`src/rtl/mux4_rr_sampler_pkg.sv`:
```
// ============================================================================
// mux4_pkg : shared types, constants and round-robin helper for the sampler.
// Rev 1.0
// ============================================================================
`default_nettype none

package mux4_pkg;

    localparam int NUM_CH = 4;

    typedef logic [1:0] sel_t;

    typedef enum logic [1:0] {
        IDLE    = 2'd0,
        SETTLE  = 2'd1,
        CAPTURE = 2'd2,
        HOLD    = 2'd3
    } rr_state_t;

    // Nearest requester strictly after ptr wins; scanning far-to-near lets the
    // last hit be the closest one.
    function automatic sel_t rr_pick(input logic [NUM_CH-1:0] req, input sel_t ptr);
        sel_t idx;
        rr_pick = ptr;
        for (int i = NUM_CH; i >= 1; i--) begin
            idx = ptr + sel_t'(i);
            if (req[idx]) rr_pick = idx;
        end
    endfunction

endpackage

`default_nettype wire

```
`src/rtl/mux4_rr_sampler_if.sv`:
```
// ============================================================================
// mux4_rr_sampler_if : valid/ready output stream carrying sample and channel.
// Rev 1.0
// ============================================================================
`default_nettype none

interface mux4_rr_sampler_if;
    import mux4_pkg::*;

    logic out_valid;
    logic out_ready;
    logic out_data;
    sel_t out_ch;

    modport master (output out_valid, output out_data, output out_ch, input  out_ready);
    modport slave  (input  out_valid, input  out_data, input  out_ch, output out_ready);

endinterface

`default_nettype wire

```
`src/rtl/mux4_rr_sampler_rr_arb4.sv`:
```
// ============================================================================
// rr_arb4 : combinational 4-way round-robin picker.
// Rev 1.0
// ============================================================================
`default_nettype none

module rr_arb4
    import mux4_pkg::*;
(
    input  logic [NUM_CH-1:0] req,
    input  sel_t              ptr,
    output sel_t              grant,
    output logic              any_req
);

    assign grant   = rr_pick(req, ptr);
    assign any_req = |req;

endmodule

`default_nettype wire

```
`src/rtl/mux4_rr_sampler.sv`:
```
// ============================================================================
// mux4_rr_sampler : round-robin select driver and settle-timed sampler for mux4.
// Optional per-channel grant counters under MUX4_RR_SAMPLER_STATS_EN.
// Rev 1.0
// ============================================================================
`default_nettype none

module mux4_rr_sampler
    import mux4_pkg::*;
#(
    parameter int SETTLE_CYCLES = 2,
    parameter int CNT_W         = 8
) (
    input  logic                   clk,
    input  logic                   rst_n,
    input  logic [NUM_CH-1:0]      req,
    output logic [NUM_CH-1:0]      req_ack,
    output logic                   S1,
    output logic                   S0,
    input  logic                   Q,
    mux4_rr_sampler_if.master      out_if,
`ifdef MUX4_RR_SAMPLER_STATS_EN
    input  logic                   stats_clr,
    output logic [NUM_CH*CNT_W-1:0] grant_cnt,
`endif
    output logic                   busy
);

    if (SETTLE_CYCLES < 1 || SETTLE_CYCLES > 15) begin : g_bad_settle
        $error("mux4_rr_sampler: SETTLE_CYCLES must be in 1..15");
    end
    if (CNT_W < 1) begin : g_bad_cnt_w
        $error("mux4_rr_sampler: CNT_W must be at least 1");
    end

    localparam logic [3:0] c_settle_load = 4'(SETTLE_CYCLES - 1);

    rr_state_t         r_state, w_state_nxt;
    sel_t              r_sel,   w_sel_nxt;
    sel_t              r_ptr,   w_ptr_nxt;
    logic [3:0]        r_cnt,   w_cnt_nxt;
    logic              r_valid, w_valid_nxt;
    logic              r_data,  w_data_nxt;
    sel_t              r_ch,    w_ch_nxt;
    logic [NUM_CH-1:0] r_ack,   w_ack_nxt;

    sel_t w_grant;
    logic w_any_req;
    logic w_capture;

    rr_arb4 u_arb (
        .req     (req),
        .ptr     (r_ptr),
        .grant   (w_grant),
        .any_req (w_any_req)
    );

    assign w_capture = (r_state == CAPTURE);

    always_comb begin
        w_state_nxt = r_state;
        w_sel_nxt   = r_sel;
        w_ptr_nxt   = r_ptr;
        w_cnt_nxt   = r_cnt;
        w_valid_nxt = r_valid;
        w_data_nxt  = r_data;
        w_ch_nxt    = r_ch;
        w_ack_nxt   = '0;
        case (r_state)
            IDLE: begin
                if (w_any_req) begin
                    w_state_nxt = SETTLE;
                    w_sel_nxt   = w_grant;
                    w_cnt_nxt   = c_settle_load;
                end
            end
            SETTLE: begin
                if (r_cnt == 4'd0) w_state_nxt = CAPTURE;
                else               w_cnt_nxt   = r_cnt - 4'd1;
            end
            CAPTURE: begin
                w_data_nxt  = Q;
                w_ch_nxt    = r_sel;
                w_valid_nxt = 1'b1;
                w_ack_nxt   = NUM_CH'(1) << r_sel;
                w_ptr_nxt   = r_sel;
                w_state_nxt = HOLD;
            end
            HOLD: begin
                // Acceptance and the next grant share one cycle so back-to-back
                // samples lose nothing.
                if (r_valid && out_if.out_ready) begin
                    w_valid_nxt = 1'b0;
                    if (w_any_req) begin
                        w_state_nxt = SETTLE;
                        w_sel_nxt   = w_grant;
                        w_cnt_nxt   = c_settle_load;
                    end else begin
                        w_state_nxt = IDLE;
                    end
                end
            end
            default: w_state_nxt = IDLE;
        endcase
    end

    always_ff @(posedge clk or negedge rst_n) begin
        if (!rst_n) begin
            r_state <= IDLE;
            r_sel   <= '0;
            r_ptr   <= sel_t'(NUM_CH - 1);
            r_cnt   <= '0;
            r_valid <= 1'b0;
            r_data  <= 1'b0;
            r_ch    <= '0;
            r_ack   <= '0;
        end else begin
            r_state <= w_state_nxt;
            r_sel   <= w_sel_nxt;
            r_ptr   <= w_ptr_nxt;
            r_cnt   <= w_cnt_nxt;
            r_valid <= w_valid_nxt;
            r_data  <= w_data_nxt;
            r_ch    <= w_ch_nxt;
            r_ack   <= w_ack_nxt;
        end
    end

    assign S1               = r_sel[1];
    assign S0               = r_sel[0];
    assign req_ack          = r_ack;
    assign busy             = (r_state != IDLE);
    assign out_if.out_valid = r_valid;
    assign out_if.out_data  = r_data;
    assign out_if.out_ch    = r_ch;

`ifdef MUX4_RR_SAMPLER_STATS_EN
    for (genvar g = 0; g < NUM_CH; g++) begin : g_cnt
        logic [CNT_W-1:0] r_cnt_ch;
        always_ff @(posedge clk or negedge rst_n) begin
            if (!rst_n)
                r_cnt_ch <= '0;
            else if (stats_clr)
                r_cnt_ch <= '0;
            else if (w_capture && r_sel == sel_t'(g) && r_cnt_ch != '1)
                r_cnt_ch <= r_cnt_ch + CNT_W'(1);
        end
        assign grant_cnt[g*CNT_W +: CNT_W] = r_cnt_ch;
    end
`endif

endmodule

`default_nettype wire

```
`src/flat_wrapper.sv`:
```
// flat-port wrapper written by rule: the top's interface ports become plain ports
module mux4_rr_sampler_flat import mux4_pkg::*;
#(
    parameter int SETTLE_CYCLES = 2,
    parameter int CNT_W         = 8
)
  (clk, rst_n, req, req_ack, S1, S0, Q, busy, out_if_out_valid, out_if_out_data, out_if_out_ch, out_if_out_ready);
  mux4_rr_sampler_if out_if_i ();
  input  logic clk;
  input  logic rst_n;
  input  logic [NUM_CH-1:0] req;
  output logic [NUM_CH-1:0] req_ack;
  output logic S1;
  output logic S0;
  input  logic Q;
  output logic busy;
  output wire logic [$bits(out_if_i.out_valid)-1:0] out_if_out_valid;
  output wire logic [$bits(out_if_i.out_data)-1:0] out_if_out_data;
  output wire logic [$bits(out_if_i.out_ch)-1:0] out_if_out_ch;
  input wire logic [$bits(out_if_i.out_ready)-1:0] out_if_out_ready;
  assign out_if_out_valid = out_if_i.out_valid;
  assign out_if_out_data = out_if_i.out_data;
  assign out_if_out_ch = out_if_i.out_ch;
  assign out_if_i.out_ready = out_if_out_ready;
  mux4_rr_sampler #(.SETTLE_CYCLES(SETTLE_CYCLES), .CNT_W(CNT_W)) u_core (.clk(clk), .rst_n(rst_n), .req(req), .req_ack(req_ack), .S1(S1), .S0(S0), .Q(Q), .out_if(out_if_i), .busy(busy));
endmodule
```
`config.mk`:
```
export PLATFORM = sky130hd
export DESIGN_NAME = mux4_rr_sampler_flat
export DESIGN_NICKNAME = d
export VERILOG_FILES = /design/src/rtl/mux4_rr_sampler_pkg.sv /design/src/rtl/mux4_rr_sampler_if.sv /design/src/rtl/mux4_rr_sampler_rr_arb4.sv /design/src/rtl/mux4_rr_sampler.sv /design/src/flat_wrapper.sv
export SDC_FILE = /design/constraint.sdc
export NUM_CORES = 1
export LEC_CHECK = 0
export ABC_AREA = 1
export CORE_MARGIN = 3
export CORE_UTILIZATION = 54
export CTS_CLUSTER_SIZE = 12
export DETAILED_ROUTE_END_ITERATION = 10
export PLACE_DENSITY = 0.82
export SYNTH_ARGS = -nofsm -noshare
export SYNTH_HDL_FRONTEND = slang
export SYNTH_SLANG_ARGS = --single-unit
```
`constraint.sdc`:
```
create_clock -name clk -period 2.5 [get_ports clk]
set_clock_uncertainty 0.1 [all_clocks]
set_input_delay 0.75 -clock clk [delete_from_list [all_inputs] [get_ports clk]]
set_output_delay 0.75 -clock clk [all_outputs]
set_load 0.01 [all_outputs]
```
== Yosys cells after proc, flatten, opt, wreduce, memory -nomap -nowiden ==
Index checks and enable logic that the tools add are counted.
W data, S select, Z words.

* Add/subtract/negate cells: 4
* Order comparisons: 3
* Eq/ne operators: 7
* Shift operators: 1
* Muxes and demuxes: 24
* Reduce and logical (&&, ||, !) cells: 12

{| class="wikitable"
|+ Operators by type and width
! operator !! number
|-
| $mux W2 || 8
|-
| $mux W4 || 4
|-
| $pmux W4 S3 || 1
|-
| $lt A2 B3 Y1 const B || 3
|-
| $pmux W2 S4 || 1
|-
| $bmux W1 S2 || 3
|-
| $reduce_and A3 Y1 || 2
|-
| $reduce_bool A2 Y1 || 3
|-
| $mux W1 || 5
|-
| $add A2 B2 Y2 const B || 2
|-
| $eq A2 B2 Y1 const B || 2
|-
| $logic_not A4 Y1 || 1
|-
| $ne A2 B1 Y1 const B || 2
|-
| $ne A2 B2 Y1 const B || 2
|-
| $pmux W2 S2 || 1
|-
| $reduce_and A2 Y1 || 2
|-
| $reduce_or A4 Y1 || 1
|-
| $shl A1 B2 Y4 const A || 1
|-
| $sub A4 B1 Y4 const B || 1
|-
| $reduce_bool A3 Y1 || 1
|-
| $add A2 B1 Y2 const B || 1
|-
| $eq A2 B1 Y1 const B || 1
|-
| $logic_not A2 Y1 || 1
|-
| $pmux W1 S2 || 1
|-
| $logic_and A1 B1 Y1 || 1
|}

* Flip-flop bits (word level): 18
* Logic and storage cells: 59

== Logic depth before layout (Yosys ltp) ==
* Depth after elaboration: 9
* Mapped depth: 11
* Gate-level depth less buffers: 10

== Hierarchy ==
Synthesis repeated with hierarchy kept, for this count alone.

* Cells, all modules: 141
* Area total of the unflattened synthesis: 1111.1 sq um

{| class="wikitable"
|+ Modules (own cells, without submodules)
! module !! times used !! cells each !! area an instance (sq um) !! seq. area each (sq um)
|-
| mux4_rr_sampler || 1 || 98 || 907.1 || 452.9
|-
| rr_arb4 || 1 || 43 || 203.9 || 0.0
|}

== Least setup slack after synthesis ==
No wires, ideal clock.

* Kind: reg-to-output
* Start point: register u_core.r_state[0]
* End point: output port busy
* Arrival: 0.759 ns
* Setup slack: 0.891 ns
* Cell stages (with the launch flop): 4
* Path buffers: 0
* Path through: dfrtp_1 inv_1 ha_1 inv_1

* Longest elaborated chain between the ends: 1

{| class="wikitable"
|+ Ends and longest elaborated chain
! element !! line !! RTL
|-
| start: declaration || mux4_rr_sampler.sv:38 || <nowiki>rr_state_t r_state, w_state_nxt;</nowiki>
|-
| start signal: assignment || mux4_rr_sampler.sv:118 || <nowiki>r_state <= w_state_nxt;</nowiki>
|-
| $reduce_bool A2 Y1 || mux4_rr_sampler.sv:132 || <nowiki>assign busy = (r_state != IDLE);</nowiki>
|-
| end: declaration || flat_wrapper.sv:16 || <nowiki>output logic busy;</nowiki>
|}

Every way passes these cells.

== Worst setup path in the final report ==
* Start point: register u_core.r_state[1]
* End point: output port busy

The elaborated chain is that of the path after synthesis.

==> summary.md <==
| Metric | Value |
|---|---|
| Vert. Die Dim | `between 40 and 50 um` |
| Mapped Avg Cell Area | `7.86 sq um` |
| F_max | `0.412 GHz` |
| DR WL met3 | `87 um` |
| Dominant cell type by area after synthesis | `sky130_fd_sc_hd__dfrtp_1` |
| Number of global-route vias before repair | `844` |
| Layout Area Growth over Synthesis | `25.2%` |
| Commonest cells in the synthesized netlist | `sky130_fd_sc_hd__nand2_1, sky130_fd_sc_hd__dfrtp_1, sky130_fd_sc_hd__inv_1` |
| Synthesized instance count | `approximately 130` |
| Placer's final routability congestion estimate | `0.832` |
| Number of iterations in the first detailed-routing pass | `4` |
| Proportion of netlist area held by the largest area contributor | `39.8%` |
| Share of async-settable or async-resettable flops after synthesis | `100%` |
| Number of cells on the worst reg-to-reg path | `7` |
| Cell type of the slowest stage on the worst timing path | `sky130_fd_sc_hd__clkdlybuf4s50_1` |
| Number of library cell types mapped by synthesis | `25` |
| Cell area after synthesis | `around 1000 sq um` |
| Largest cells by area after synthesis | `sky130_fd_sc_hd__dfrtp_1, sky130_fd_sc_hd__nand2_1, sky130_fd_sc_hd__ha_1` |
| Number of clock sinks | `18` |
| Highest net fanout along the worst path | `5` |
| Most frequent cell after synthesis | `sky130_fd_sc_hd__nand2_1` |
| Met1 wire length | `906 um` |
| TritonCTS Buffers | `3` |
| Critical hold path startpoint | `u_core.out_if.out_ch[0]$_DFFE_PN0P_` |
| Number of maximum-capacitance violations | `0` |
| Via count | `approximately 900` |
| Count of final max-slew check failures | `0` |
| TritonCTS clock tree | `built` |
| Leakage dissipation | `roughly 0.62 nW` |
| # rows | `14` |
| Number of cells upsized or downsized after cts | `0` |
| Worst setup startpoint | `u_core.r_state[1]$_DFFE_PN0P_` |
| Worst r2r src | `u_core.r_state[0]$_DFFE_PN0P_` |
| Number of top-level design ports | `19` |
| Yosys Warn Count | `0` |
| CTS clock-pin slew for the worst setup and hold paths | `0.10 ns` |
| Crit share post-route | `97.1%` |
| Worst relative slew slack | `77.6%` |
| Synth Net Count | `142` |
| Pre-CTS setup slack | `0.330 ns` |
| Detailed placement HPWL | `1600 um` |
| Buffers added on ports | `18` |
| Fraction of layout cells with a size suffix above 1 | `11.9%` |
| Final Critical Period | `2.43 ns` |
| Number of cells on the worst hold path | `1` |
| Max Buffers Root-to-Sink | `2` |
| CP most frequent cell | `sky130_fd_sc_hd__inv_1` |
| Vias/cell | `between 5 and 6` |
| Highest metal used | `met4` |
| Wire length of the first global-routing pass | `3570 um` |
| Global-route usage over all layers | `18.4%` |
| Master cell of the clock root buffer | `sky130_fd_sc_hd__clkbuf_4` |
| Maximum number of pins on one net before global-route repair | `19` |
| First DRT Iteration DRCs | `30` |
| Drc violations | `0` |
| Delay of the slowest cell on the worst path | `0.53 ns` |
| Cts hold-fix bufs | `0` |
| Wire length per cell after detailed routing | `11.8 um` |
| Crit path setup slack, layout | `0.0719 ns` |
| WHS Endpoint | `u_core.out_if.out_ch[0]$_DFFE_PN0P_` |
| Die area | `2420 sq um` |
| Number of failing setup endpoints in the final timing report | `0` |
| Endpoints failing hold | `0` |
| Required time reported for the critical path endpoint | `around 1.7 ns` |
| Pwr/cell area | `~1300 nW/um^2` |
| Register area share after synthesis | `between 40% and 50%` |
| Transition time at the pin with the least slew margin | `0.336 ns` |
| Remaining antenna violation count after routing | `0` |
| Family with the most delay on the worst path | `buffers and inverters` |
| Filler-free cell count of the finished design | `175` |
| Kind of end point of the critical path | `output pin` |
| Routed met2 length | `roughly 1100 um` |
| DP Cell Count | `169` |
| Initial cell density of the core | `61.8%` |
| Startpoint types | `register` |
| Run status | `completed` |
| Count of buffering cells on the critical path with inverters included | `3` |
| Maximum vdd ir drop | `between 0.0008 and 0.0009 V` |
| Final WL | `2070 um` |
| Capture point of the worst reg-to-reg path | `u_core.r_sel[0]$_DFFE_PN0P_` |
| Predominant post-synthesis flop cell | `sky130_fd_sc_hd__dfrtp_1` |
| Number of levels in the clock H-tree | `1` |
| Core footprint | `1630 sq um` |
| Flops & latches, synth | `18` |
| Critical path, cell by cell | `inv_1 -> ha_1 -> inv_1 -> clkdlybuf4s50_1` |
| Clock latency at the later pin of the worst-skew pair | `0.29 ns` |
| Remaining global-route overflow | `0` |
| Arrival time reported for the critical path endpoint | `~1.6 ns` |
| Start-to-end type of the worst setup path | `register to output pin` |
| Number of enable flip-flop cells after synthesis | `0` |
| Die Width | `a little under 50 um` |
| Layout net count | `166` |
| Worst Hold Class | `register to register` |
| Number of diodes added for antenna fixing | `0` |
| Number of antenna violations at the first check in global routing | `0` |
| Reg-to-reg setup timing slack | `0.84 ns` |
[area by class of cell]
cell class / instances / area [sq um]
sequential: 18 / 453
fill: 129 / 369
tap: 24 / 30.0
timing repair buffer: 21 / 203
inverter: 15 / 58.8
multi-input combinational: 93 / 479
clock buffer: 4 / 36.3
[cell usage in the layout, fill, tap and decap left out]
cell and instances:
sky130_fd_sc_hd__a21oi_1 3, sky130_fd_sc_hd__a31oi_2 1, sky130_fd_sc_hd__buf_4 3, sky130_fd_sc_hd__clkbuf_4 3, sky130_fd_sc_hd__clkbuf_8 1, sky130_fd_sc_hd__clkdlybuf4s50_1 18
sky130_fd_sc_hd__dfrtp_1 16, sky130_fd_sc_hd__dfstp_2 2, sky130_fd_sc_hd__ha_1 6, sky130_fd_sc_hd__inv_1 12, sky130_fd_sc_hd__inv_2 2, sky130_fd_sc_hd__inv_4 1
sky130_fd_sc_hd__mux2_2 1, sky130_fd_sc_hd__nand2_1 41, sky130_fd_sc_hd__nand2_2 1, sky130_fd_sc_hd__nand3_1 9, sky130_fd_sc_hd__nand4_1 1, sky130_fd_sc_hd__nor2_1 10
sky130_fd_sc_hd__nor2_2 1, sky130_fd_sc_hd__o21a_1 1, sky130_fd_sc_hd__o21ai_0 11, sky130_fd_sc_hd__o21ai_1 2, sky130_fd_sc_hd__o21ai_2 1, sky130_fd_sc_hd__o22ai_1 1
sky130_fd_sc_hd__o31ai_1 1, sky130_fd_sc_hd__or2_2 1, sky130_fd_sc_hd__xor2_1 1
[metrics by stage]
step	total power, W	hold WS (ns)	instance area, sq um	TNS [ns]	util [%]
after floorplan	0.00110	0.354	1010	0	-
after global placement	0.00134	0.366	1210	0	74.2
after detailed placement	0.00139	0.376	1210	0	74.2
after CTS	0.00158	0.400	1250	0	76.9
after global routing	0.00174	0.436	1260	-0.0149	77.3
final	0.00159	0.393	1260	0	77.3
[what timing repair did]
item / in CTS / in global routing
setup endpoints to repair: 1 / 1
buffers inserted: 1 / 1
gates cloned: 0 / 0
[report_power, final]
part           switching, W  leakage (nW)  internal, W
Clock             0.0000933        0.0210    0.0000887
Sequential         0.000109         0.222     0.000420
Combinational      0.000489         0.380     0.000388
[flip-flops by register name, indices dropped and copies added, names as in the netlist]
signal,flops
u_core.r_state,2
u_core.r_ptr,2
u_core.r_cnt,4
u_core.out_if.out_data,1
u_core.r_sel,2
u_core.out_if.out_ch,2
u_core.out_if.out_valid,1
u_core.req_ack,4
[routing by layer]
| layer | up-vias | GRT usage (%) |
|---|---|---|
| met2 | 18 | 34.4 |
| met3 | 2 | 3.67 |
| li1 | 453 | - |
| met1 | 426 | 21.0 |
| met4 | 0 | 4.74 |
| met5 | - | 0 |
[worst max path at each step]
stage / endpoint / slack [ns] / cells past startpoint
5_1_grt: busy / -0.01 / 4
4_1_cts: busy / 0.06 / 4
2_1_floorplan: busy / 0.89 / 3
6_report: busy / 0.07 / 4
3_3_place_gp: busy / 0.33 / 4
3_5_place_dp: busy / 0.33 / 4
[worst register-to-register path, stage by stage, from the launching register on]
cell	delay [ns]
sky130_fd_sc_hd__dfrtp_1	0.40
sky130_fd_sc_hd__buf_4	0.15
sky130_fd_sc_hd__ha_1	0.25
sky130_fd_sc_hd__or2_2	0.31
sky130_fd_sc_hd__nand3_1	0.15
sky130_fd_sc_hd__inv_1	0.08
sky130_fd_sc_hd__nand3_1	0.08
sky130_fd_sc_hd__nand2_1	0.05
[kinds of logic (layout without fill, tap and decap cells)]
group / count (synthesis) / after routing / synth area share (%)
AO/OA/AOI/OAI: 21 / 21 / 12.2
XOR/XNOR: 1 / 1 / 0.871
adder cells (fa/ha/maj): 6 / 6 / 7.46
buffers and inverters: 17 / 40 / 7.34
flip-flops: 18 / 18 / 45.0
multiplexers: 1 / 1 / 1.12
AND/OR/NAND/NOR: 64 / 64 / 26.0
(Power assumes the default switching activity.)
